$ cat config.mk
export PLATFORM = sky130hd
export DESIGN_NAME = sd_cmd_phy
export DESIGN_NICKNAME = d
export VERILOG_FILES = /design/src/rtl/sd_cmd_phy.sv
export SDC_FILE = /design/constraint.sdc
export NUM_CORES = 1
export LEC_CHECK = 0
export ABC_AREA = 1
export BUFFER_PORTS_ARGS = -buffer_cell sky130_fd_sc_hd__buf_2
export CORE_MARGIN = 3
export CORE_UTILIZATION = 39
export CTS_BUF_LIST = sky130_fd_sc_hd__clkbuf_16
export DETAILED_ROUTE_END_ITERATION = 7
export PLACE_DENSITY = 0.63
export SYNTH_ARGS = -nofsm -noshare
export SYNTH_HDL_FRONTEND = slang
export SYNTH_SLANG_ARGS = --single-unit
$ cat constraint.sdc
create_clock -name clock -period 1.75 [get_ports clock]
set_input_delay 0.175 -clock clock [delete_from_list [all_inputs] [get_ports clock]]
set_output_delay 0.175 -clock clock [all_outputs]
set_load 0.01 [all_outputs]
$ cat src/rtl/sd_cmd_phy.sv
// SD CMD-line PHY: frames index/argument with CRC7, serialises it MSB-first,
// then optionally captures a 48/136-bit response and checks its CRC7 and end bit.
module sd_cmd_phy #(
  parameter int TIMEOUT   = 64,
  parameter int SHORT_LEN = 48,
  parameter int LONG_LEN  = 136
) (
  input  logic                clock,
  input  logic                reset,
  input  logic                load_send,
  input  logic [5:0]          cmd_index,
  input  logic [31:0]         cmd_arg,
  input  logic [1:0]          resp_type,
  input  logic                resp_ack,
  input  logic                cmd_in,
  output logic                cmd_out,
  output logic                cmd_oe,
  output logic                serial_ready,
  output logic                ack_out,
  output logic                strobe_out,
  output logic [LONG_LEN-1:0] response,
  output logic                crc_err,
  output logic                timeout_err
);

  localparam int MAXC = (TIMEOUT > LONG_LEN) ? TIMEOUT : LONG_LEN;
  localparam int CW   = $clog2(MAXC + 1);

  localparam logic [CW-1:0] C_FRAME  = CW'(40);
  localparam logic [CW-1:0] C_CRC    = CW'(47);
  localparam logic [CW-1:0] C_TOUT   = CW'(TIMEOUT - 1);
  localparam logic [CW-1:0] C_LAST_S = CW'(SHORT_LEN - 1);
  localparam logic [CW-1:0] C_LAST_L = CW'(LONG_LEN - 1);
  localparam logic [CW-1:0] C_HI_S   = CW'(SHORT_LEN - 8);
  localparam logic [CW-1:0] C_LO_L   = CW'(LONG_LEN - 128);
  localparam logic [CW-1:0] C_HI_L   = CW'(LONG_LEN - 8);
  localparam logic [CW-1:0] C_ONE    = CW'(1);

  typedef enum logic [2:0] {IDLE, SEND, TURN, WAIT, RECV, DONE} state_t;

  state_t              state_q, state_d;
  logic [CW-1:0]       cnt_q, cnt_d;
  logic [39:0]         frame_q, frame_d;
  logic [6:0]          crc_q, crc_d;
  logic [1:0]          rtype_q, rtype_d;
  logic [LONG_LEN-1:0] rx_q, rx_d;
  logic                crc_err_q, crc_err_d;
  logic                tout_q, tout_d;
  logic                ack_q, ack_d;

  logic                rt_long;
  logic [CW-1:0]       last_idx, crc_lo, crc_hi;

  function automatic logic [6:0] crc7_step(input logic [6:0] c, input logic b);
    logic fb;
    fb = b ^ c[6];
    return {c[5:0], 1'b0} ^ (fb ? 7'h09 : 7'h00);
  endfunction

  // Long responses exclude their 8 leading header bits from the CRC.
  assign rt_long  = (rtype_q == 2'b10);
  assign last_idx = rt_long ? C_LAST_L : C_LAST_S;
  assign crc_lo   = rt_long ? C_LO_L : '0;
  assign crc_hi   = rt_long ? C_HI_L : C_HI_S;

  always_comb begin
    state_d      = state_q;
    cnt_d        = cnt_q;
    frame_d      = frame_q;
    crc_d        = crc_q;
    rtype_d      = rtype_q;
    rx_d         = rx_q;
    crc_err_d    = crc_err_q;
    tout_d       = tout_q;
    ack_d        = 1'b0;
    cmd_out      = 1'b1;
    cmd_oe       = 1'b0;
    serial_ready = 1'b0;
    strobe_out   = 1'b0;
    case (state_q)
      IDLE: begin
        serial_ready = 1'b1;
        if (load_send) begin
          frame_d   = {2'b01, cmd_index, cmd_arg};
          rtype_d   = resp_type;
          crc_d     = '0;
          rx_d      = '0;
          crc_err_d = 1'b0;
          tout_d    = 1'b0;
          ack_d     = 1'b1;
          cnt_d     = '0;
          state_d   = SEND;
        end
      end
      SEND: begin
        cmd_oe = 1'b1;
        cnt_d  = cnt_q + C_ONE;
        if (cnt_q < C_FRAME) begin
          cmd_out = frame_q[39];
          crc_d   = crc7_step(crc_q, frame_q[39]);
          frame_d = {frame_q[38:0], 1'b0};
        end else if (cnt_q < C_CRC) begin
          cmd_out = crc_q[6];
          crc_d   = {crc_q[5:0], 1'b0};
        end else begin
          cnt_d   = '0;
          state_d = (rtype_q == 2'b00) ? DONE : TURN;
        end
      end
      TURN: begin
        cnt_d   = '0;
        state_d = WAIT;
      end
      WAIT: begin
        if (!cmd_in) begin
          rx_d    = {rx_q[LONG_LEN-2:0], 1'b0};
          crc_d   = '0;
          cnt_d   = C_ONE;
          state_d = RECV;
        end else if (cnt_q == C_TOUT) begin
          tout_d  = 1'b1;
          state_d = DONE;
        end else begin
          cnt_d = cnt_q + C_ONE;
        end
      end
      RECV: begin
        rx_d  = {rx_q[LONG_LEN-2:0], cmd_in};
        cnt_d = cnt_q + C_ONE;
        if (cnt_q >= crc_lo && cnt_q < crc_hi)
          crc_d = crc7_step(crc_q, cmd_in);
        if (cnt_q == last_idx) begin
          // rx_q[6:0] already holds the received CRC; cmd_in is the end bit.
          crc_err_d = ((rtype_q != 2'b11) && (crc_q != rx_q[6:0])) || !cmd_in;
          state_d   = DONE;
        end
      end
      DONE: begin
        strobe_out = 1'b1;
        if (resp_ack) state_d = IDLE;
      end
      default: state_d = IDLE;
    endcase
  end

  always_ff @(posedge clock or negedge reset) begin
    if (!reset) begin
      state_q   <= IDLE;
      cnt_q     <= '0;
      frame_q   <= '0;
      crc_q     <= '0;
      rtype_q   <= '0;
      rx_q      <= '0;
      crc_err_q <= 1'b0;
      tout_q    <= 1'b0;
      ack_q     <= 1'b0;
    end else begin
      state_q   <= state_d;
      cnt_q     <= cnt_d;
      frame_q   <= frame_d;
      crc_q     <= crc_d;
      rtype_q   <= rtype_d;
      rx_q      <= rx_d;
      crc_err_q <= crc_err_d;
      tout_q    <= tout_d;
      ack_q     <= ack_d;
    end
  end

  assign ack_out     = ack_q;
  assign response    = rx_q;
  assign crc_err     = crc_err_q;
  assign timeout_err = tout_q;

endmodule

==> flow_summary.json, run 1 <==
{
  "violations": "negative setup slack",
  "synth.largest_area_cell": "dfrtp_1",
  "core_area_um2": 22160,
  "syn-cell-area_um2": 8914,
  "power.leakage_uw": 0.007075,
  "finalMaxSlewViolations": 0,
  "cts_buffers": 17,
  "clk-insertion-delay-late_ns": 0.43,
  "period_minus_slack_ns": 1.942,
  "worst_pin_slew_ns": 0.3983,
  "finalHoldViolCount": 0,
  "antenna_found_initial": 1,
  "cts_tree": "yes",
  "synth_top_family_by_area": "simple AND/OR/NAND/NOR gates",
  "h-tree-depth": 4,
  "worst_slack_ns": -0.1916,
  "whs_ns": 0.01299,
  "grt_start_max_net_pins": 60,
  "setup_violations": 116,
  "crit_chain": "buf_6, nor2_4, nand2_1, nand2_4, o21ai_1, o211ai_1, buf_2",
  "syn_area_per_cell_um2": 8.323,
  "synth.distinct_cells": 29,
  "synth_top_area_frac": 0.5587,
  "power_density_nw_per_um2": 1588,
  "postSynthCellCount": 1071,
  "drive_above_1_share": 0.3676,
  "rows": 54,
  "dp_hpwl_mm": 15.36,
  "routed_wl_mm": 26.75,
  "ant_nets": 0,
  "synthSimpleGateAreaFrac": 0.2939,
  "synth-seq-cells": 199,
  "num_vias": 8428,
  "muxShareOfSynthArea": 0,
  "vias_per_cell": 5.130,
  "cp-start-kind": "flip-flop",
  "fin_worst_skew_ns": 0.008642,
  "die_x_um": 157.2,
  "rsz0062_at_grt": "yes",
  "synth_compound_area_frac": 0.06611,
  "synth_xor_area_frac": 0.009826,
  "overflow": 0,
  "hp-class": "in2reg",
  "area_growth_pct": 46.93,
  "clockBufferDepth": 2,
  "synthesis.nets": 1120,
  "start_util": 0.4022,
  "crit_fanout": 4,
  "grt_pass1_vias": 7548,
  "port-buffer-count": 187,
  "ys_top_cells_by_area": "dfrtp_1 (56%), nand2_1 (17%), nand3_1 (9.3%)",
  "cap_violations": 0,
  "cpMaxStageDelayCell": "dfrtp_1",
  "synth-seq-area-share": 0.5587,
  "maxSlewHeadroom": 0.7345,
  "cts-root-buf": "clkbuf_16",
  "cts_sinks": 199,
  "grt_pass1_wl_mm": 38.16,
  "fin_tns_setup_ns": -3.272,
  "final_cell_mix": "nand2_1 (386), dfrtp_1 (197), buf_2 (184)",
  "fillers": 1873,
  "wl_per_cell_um": 16.28,
  "cp.required_ns": 1.57,
  "post-route-period-util": 1.109,
  "synthAdderAreaFrac": 0.005615,
  "clkTransAtPathRegs_ns": 0.08,
  "status": "finished, violations left",
  "drtIter0Drc": 571,
  "dieArea_um2": 24710,
  "utilization": 0.5910,
  "detail_route.first_pass.iterations": 5,
  "criticalPathCategory": "reg2out",
  "arrival_ns": 1.77,
  "yosysWarnings": 0,
  "drc": 0,
  "die-height_um": 157.2,
  "io_pins": 188,
  "grt.total_usage": 0.1879,
  "nets": 1400,
  "layout.cells.most_common": "nand2_1",
  "max_freq_ghz": 0.5150,
  "end_kind": "output port",
  "max_stage_delay_ns": 0.44,
  "peakVddDrop_mv": 1.007,
  "antennaDiodeCount": 0,
  "gp_congestion": 0.8805
}
## worst max-delay path: cells and delay by family, from the launching register on
kind / cells / cell delay (ns)
flip-flops: 1 / 0.44
buffers and inverters: 2 / 0.36
AND/OR/NAND/NOR: 3 / 0.30
AO/OA/AOI/OAI: 2 / 0.26
## kinds of logic after synthesis
kind of cell             after synthesis
AO/OA/AOI/OAI                         95
adder cells (fa/ha/maj)                4
buffers and inverters                139
AND/OR/NAND/NOR                      624
XOR/XNOR                              10
flip-flops                           199
## state kept, by name (all words and copies together), names as in the netlist
name / count
frame_q: 40
response: 136
timeout_err: 1
crc_q: 7
state_q: 3
rtype_q: 2
ack_out: 1
cnt_q: 8
crc_err: 1
## final timing paths
path                                               start                        to  slack, ns  depth (start not counted)
max in group asynchronous                          reset      cnt_q[5]$_DFFE_PN0P_       0.89                          3
worst min register to register  response[29]$_DFFE_PN0P_  response[29]$_DFFE_PN0P_       0.50                          2
min in group asynchronous                          reset  response[54]$_DFFE_PN0P_       0.24                          2
worst max register to register    state_q[0]$_DFFE_PN0P_  response[66]$_DFFE_PN0P_      -0.10                         11
worst min-delay path                         cmd_arg[22]   frame_q[22]$_DFFE_PN0P_       0.01                          3
worst max-delay path                cnt_q[4]$_DFFE_PN0P_                   cmd_out      -0.19                          7
## Yosys cell counts, drive strengths merged
master,count
nand3,168
nor2,32
buf,29
nand3b,6
xor2,4
nor3,4
nand4,6
inv,76
a31oi,1
nand2,408
dfrtp,199
o211ai,38
ha,4
xnor2,6
clkbuf,34
o21ai,49
a21oi,6
a21boi,1
## per-stage QoR
stage	total power [uW]	cell area [um^2]	cells	setup slack, ns
after CTS	16630	11420	1585	-0.1685
final	20800	13100	1643	-0.1916
after floorplan	9993	8914	1071	0.1200
after global placement	12110	10480	1524	-0.02006
after global routing	21970	13100	1643	-0.2785
after detailed placement	12160	10480	1524	0.01544
## where the power goes
part	leakage (uW)	internal [uW]	switching (uW)
clock	0.000272	2000	1860
combinational	0.00411	5290	6160
sequential	0.00269	5220	266
total	0.00707	12500	8290
## cell type report
| cell class | instances | area (um^2) | share of cell area |
|---|---|---|---|
| repair inverters | 1 | 5.005 | 0.0003822 |
| multi-input cells | 733 | 4093 | 0.3125 |
| clock buffers | 17 | 425.4 | 0.03248 |
| repair buffers | 323 | 2800 | 0.2138 |
| well taps | 280 | 350.3 | 0.02675 |
| flip-flops and latches | 199 | 4982 | 0.3804 |
| inverters | 76 | 300.3 | 0.02293 |
| clock inverters | 14 | 140.1 | 0.01070 |
## timing repair
action / in CTS / in global routing
endpoints found under the hold margin: 47 / 0
gates cloned: 3 / 27
gates resized for setup: 13 / 208
pin swaps: 6 / 112
hold buffers: 16 / 0
setup endpoints to repair: 7 / 196
buffers inserted: 11 / 31
## layer usage
metal	track usage	part of all wire	vias up
met4	0.04421	0.017	2
met1	0.2761	0.45	4088
met2	0.2813	0.47	278
met5	0	0.00049	-
li1	-	-	4031
met3	0.04702	0.060	29
No activity file was read; power rests on OpenSTA's default activity.
==> run 2: changes to the inputs <==
- MAX_ROUTING_LAYER: not set -> met4
==> run 2 against run 1 <==
Compared with the run above: final area shrank 1.7%; die area is the same; the run still ends with negative setup slack left; final cell count grew 0.43%; register-to-register slack lost 0.02 ns; hold slack gained 0.0012 ns; clock power is essentially flat; total power grew 0.87%; first-iteration DRC count grew 8.6%.
==> flow_summary.json, run 2 (same netlist as run 1, synthesis figures left out) <==
{
  "cpMaxStageDelayCell": "dfrtp_1",
  "finalHoldViolCount": 0,
  "max_freq_ghz": 0.5164,
  "dp_slack_ns": 0.01544,
  "grt_start_max_net_pins": 60,
  "p_comb_frac": 0.554,
  "setup_violations": 55,
  "hp-class": "in2reg",
  "cap_violations": 0,
  "arrival_ns": 1.76,
  "cts-root-buf": "clkbuf_16",
  "cts_tree": "yes",
  "io_pins": 188,
  "detail_route.first_pass.iterations": 5,
  "crit_chain": "nor2_1, nand2_1, inv_2, nand2_2, o211ai_1, buf_2",
  "status": "finished, violations left",
  "h-tree-depth": 4,
  "dieArea_um2": 24710,
  "core_area_um2": 22160,
  "power_density_nw_per_um2": 1631,
  "grt_pass1_vias": 7554,
  "cts_sinks": 199,
  "fin_worst_skew_ns": 0.007856,
  "start_util": 0.4022,
  "period_minus_slack_ns": 1.936,
  "die-height_um": 157.2,
  "rows": 54,
  "wl_per_cell_um": 16.37,
  "nets": 1406,
  "utilization": 0.5807,
  "cp-start-kind": "flip-flop",
  "drive_above_1_share": 0.3221,
  "p_sw_frac": 0.3919,
  "grt_pass1_wl_mm": 38.18,
  "maxSlewHeadroom": 0.7395,
  "final_cell_mix": "nand2_1 (391), dfrtp_1 (197), buf_2 (184)",
  "finalMaxSlewViolations": 0,
  "clockBufferDepth": 2,
  "cts_buffers": 17,
  "max_stage_delay_ns": 0.43,
  "num_vias": 8426,
  "violations": "negative setup slack",
  "vias_per_cell": 5.107,
  "routed_wl_mm": 27.01,
  "clkTransAtPathRegs_ns": 0.08,
  "layout.cells.most_common": "nand2_1",
  "drtIter0Drc": 620,
  "fin_tns_setup_ns": -2.373,
  "worst_pin_slew_ns": 0.3907,
  "grt.total_usage": 0.1942,
  "finalPower_uw": 20980,
  "cp_top_family": "flip-flops",
  "crit_buf_inv": 2,
  "peakVddDrop_mv": 1.067,
  "p_clk_frac": 0.185,
  "end_kind": "output port",
  "p_sw_uw": 8223,
  "port-buffer-count": 187,
  "fillers": 1916,
  "whs_ns": 0.01421,
  "cp.required_ns": 1.57,
  "drc": 0,
  "antenna_found_initial": 1,
  "post-route-period-util": 1.107,
  "worst_slack_ns": -0.1864,
  "seq_power_share": 0.261,
  "die_x_um": 157.2,
  "gp_congestion": 0.8952,
  "power.leakage_uw": 0.007105,
  "dp_hpwl_mm": 15.36,
  "criticalPathCategory": "reg2out",
  "overflow": 0,
  "reg2reg_slack_ns": -0.12,
  "rsz0062_at_grt": "yes",
  "power.internal_uw": 12760,
  "largest_reg_flops": 136,
  "area_growth_pct": 44.38,
  "crit_fanout": 4,
  "clk-insertion-delay-late_ns": 0.42,
  "ant_nets": 0
}
-- run 2: layer usage --
| layer | track usage | wire length (um) | vias to the layer above |
|---|---|---|---|
| li1 | - | - | 4045 |
| met4 | 0.04298 | 418 | 0 |
| met5 | - | 0 | - |
| met1 | 0.2780 | 12330 | 4069 |
| met2 | 0.2819 | 12570 | 282 |
| met3 | 0.04647 | 1693 | 30 |
-- run 2: power by group through the flow --
stage	Combinational, uW	Clock, uW	Sequential, uW
4_1_cts	7180	3970	5470
6_report	11600	3870	5490
5_1_grt	12400	4160	5550
3_5_place_dp	6590	0	5560
3_3_place_gp	6560	0	5540
2_1_floorplan	4460	0	5530
-- run 2: final cells by class --
class,count,area [um^2],area share
repair buffers,328,2897,0.2251
repair inverters,2,16.27,0.001264
flip-flops and latches,199,4982,0.3871
multi-input cells,733,3756,0.2919
well taps,280,350.3,0.02722
clock buffers,17,425.4,0.03305
clock inverters,14,140.1,0.01089
inverters,76,300.3,0.02333
diodes,1,2.502,0.0001944
-- run 2: final timing paths --
kind / start / to / cells past startpoint
min in group asynchronous: reset / response[55]$_DFFE_PN0P_ / 2
max: cnt_q[6]$_DFFE_PN0P_ / cmd_out / 6
max reg2reg: cnt_q[6]$_DFFE_PN0P_ / frame_q[27]$_DFFE_PN0P_ / 10
min reg2reg: response[29]$_DFFE_PN0P_ / response[29]$_DFFE_PN0P_ / 2
max in group asynchronous: reset / cnt_q[5]$_DFFE_PN0P_ / 3
min: cmd_arg[12] / frame_q[12]$_DFFE_PN0P_ / 3
-- run 2: stage by stage --
step           area [um^2]  cells
4_1_cts              11420   1585
5_1_grt              12870   1650
2_1_floorplan         8914   1071
6_report             12870   1650
3_5_place_dp         10480   1524
3_3_place_gp         10480   1524
-- run 2: timing repair --
action                                 4_1_cts  5_1_grt
setup buffers                               11       30
endpoints found under the hold margin       47        2
gates cloned                                 3       32
pin swaps                                    6       68
hold buffers                                16        2
setup endpoints to repair                    7      196
resized for setup                           13      148
-- run 2: worst register-to-register path: stages, from the launching register on --
cell and delay (ns):
dfrtp_1 0.43, nor2_1 0.13, nand2_1 0.10, inv_2 0.11, nand2_2 0.08, buf_4 0.16
o21ai_4 0.25, buf_6 0.19, buf_12 0.12, o211ai_1 0.11, o21ai_1 0.11
==> run 3: changes to the inputs <==
- REMOVE_ABC_BUFFERS: not set -> 1
==> run 3 against run 2 <==
Compared with the run above: the flow still finishes with violations (negative setup slack); fmax increased by 3.4%; critical path depth unchanged; final area is 5.6% lower; count of clock-buffer cells in the layout did not move; highest routed layer unchanged.
==> flow_summary.json, run 3 (same netlist as run 1, synthesis figures left out) <==
{
  "status": "finished, violations left",
  "violations": "negative setup slack",
  "grt_start_max_net_pins": 79,
  "period_minus_slack_ns": 1.872,
  "port-buffer-count": 187,
  "clockBufferDepth": 2,
  "finalPower_uw": 18640,
  "drtIter0Drc": 612,
  "cts_tree": "yes",
  "clkTransAtPathRegs_ns": 0.08,
  "peakVddDrop_mv": 0.8659,
  "drive_above_1_share": 0.2634,
  "grt.total_usage": 0.1940,
  "dp.cells": 1522,
  "cts_sinks": 199,
  "instances_no_fill": 1620,
  "overflow": 0,
  "hp-class": "in2reg",
  "max_stage_delay_ns": 0.40,
  "arrival_ns": 1.70,
  "setup_violations": 24,
  "wl_per_cell_um": 15.63,
  "drc": 0,
  "maxSlewHeadroom": 0.7127,
  "routed_wl_mm": 25.32,
  "cap_violations": 0,
  "cp_top_family": "buffers and inverters",
  "dieArea_um2": 24710,
  "worst_slack_ns": -0.1224,
  "crit_chain": "buf_4, buf_4, nand2_2, nand2_4, o211ai_1, buf_2",
  "worstSetupStartpoint": "cnt_q[3]$_DFFE_PN0P_",
  "final_cell_mix": "nand2_1 (389), dfrtp_1 (195), buf_2 (186)",
  "die_x_um": 157.2,
  "dp_hpwl_mm": 15.32,
  "cts-root-buf": "clkbuf_16",
  "start_util": 0.4022,
  "vias_per_cell": 5.066,
  "end_kind": "output port",
  "grt_pass1_wl_mm": 38.30,
  "die-height_um": 157.2,
  "num_vias": 8207,
  "rsz0062_at_grt": "yes",
  "gp_congestion": 0.9251,
  "rows": 54,
  "cp.required_ns": 1.57,
  "worstReg2RegStart": "cnt_q[3]$_DFFE_PN0P_",
  "area_growth_pct": 36.26,
  "antenna_found_initial": 0,
  "critPathCapture": "cmd_out",
  "crit_buf_inv": 3,
  "cpMaxStageDelayCell": "dfrtp_1",
  "cp-start-kind": "flip-flop",
  "clk-insertion-delay-late_ns": 0.44,
  "largest_reg_flops": 136,
  "finalHoldViolCount": 0,
  "power.leakage_uw": 0.006831,
  "layout.cells.most_common": "nand2_1",
  "path_depth": 6,
  "grt_pass1_vias": 7600,
  "crit_fanout": 3,
  "finalMaxSlewViolations": 0,
  "nets": 1376,
  "power_density_nw_per_um2": 1535,
  "reg2reg_slack_ns": -0.04,
  "reg2regPathDepth": 10,
  "worst_pin_slew_ns": 0.4309,
  "h-tree-depth": 4,
  "r2r_end": "frame_q[5]$_DFFE_PN0P_",
  "ant_nets": 0,
  "core_area_um2": 22160,
  "detail_route.first_pass.iterations": 5,
  "crit_top_cell": "buf_4",
  "cts_buffers": 17,
  "criticalPathCategory": "reg2out",
  "io_pins": 188,
  "post-route-period-util": 1.070,
  "antennaDiodeCount": 0,
  "fin_worst_skew_ns": 0.01378,
  "max_freq_ghz": 0.5341
}
run 3: changes by cell type in the layout (fill, tap and decap cells not counted), sizes merged, moves of 3 or more:
| cell | delta |
|---|---|
| bufbuf | -3 |
| clkbuf | -8 |
| dlygate4sd3 | +13 |
| clkinv | +5 |
| buf | -30 |
| inv | -3 |
run 3: routing by layer:
layer,global-route usage,vias to the layer above,part of all wire
met2,0.2917,258,0.47
met1,0.2712,3953,0.45
met3,0.03932,28,0.067
li1,-,3968,-
met4,0.04876,0,0.013
met5,-,-,0
run 3: how the worst min path moves through the flow:
stage,from,to,slack (ns),cells after the start
finish,cmd_index[3],frame_q[35]$_DFFE_PN0P_,0.01,3
global route,cmd_index[1],frame_q[33]$_DFFE_PN0P_,0.02,3
CTS,cmd_index[1],frame_q[33]$_DFFE_PN0P_,0.001,3
detailed placement,reset,response[117]$_DFFE_PN0P_,0.08,1
global placement,reset,response[118]$_DFFE_PN0P_,0.08,1
floorplan,reset,ack_out$_DFF_PN0_,-0.12,0
run 3: metrics by stage:
step,instance area [um^2],hold slack (ns),utilization,setup TNS [ns],setup WS [ns]
after floorplan,8612,-0.1206,-,-388.42,-2.111
after global placement,10500,0.07875,0.4738,0,0.05929
after detailed placement,10500,0.07579,0.4738,-0.01178,-0.008487
after CTS,11490,0.001191,0.5185,-0.1800,-0.1800
after global routing,12150,0.02393,0.5480,-4.325,-0.1869
final,12150,0.01329,0.5480,-0.4614,-0.1224
run 3: report_power, final:
group	switching, uW	internal, uW
Sequential	264	5220
Combinational	5230	3920
Clock	2070	1940
Total	7560	11100
run 3: repair_timing:
action | 4_1_cts | 5_1_grt
hold endpoints to repair | 138 | 0
pin swaps | 5 | 18
cloned | 0 | 18
hold buffers | 31 | 0
buffers inserted | 5 | 13
gates resized for setup | 13 | 68
setup endpoints to repair | 9 | 188
run 3: worst min-delay path, stage by stage:
cell,delay [ns]
buf_2,0.07
o211ai_1,0.08
o21ai_1,0.07
run 3: layout make-up:
type | instances | area, um^2
Timing Repair Buffer | 300 | 2410
Clock buffer | 17 | 425.4
Tap cell | 280 | 350.3
Fill cell | 2023 | 10020
Clock inverter | 15 | 182.7
Multi-Input combinational cell | 733 | 3500
Sequential cell | 199 | 4985
Inverter | 76 | 292.8
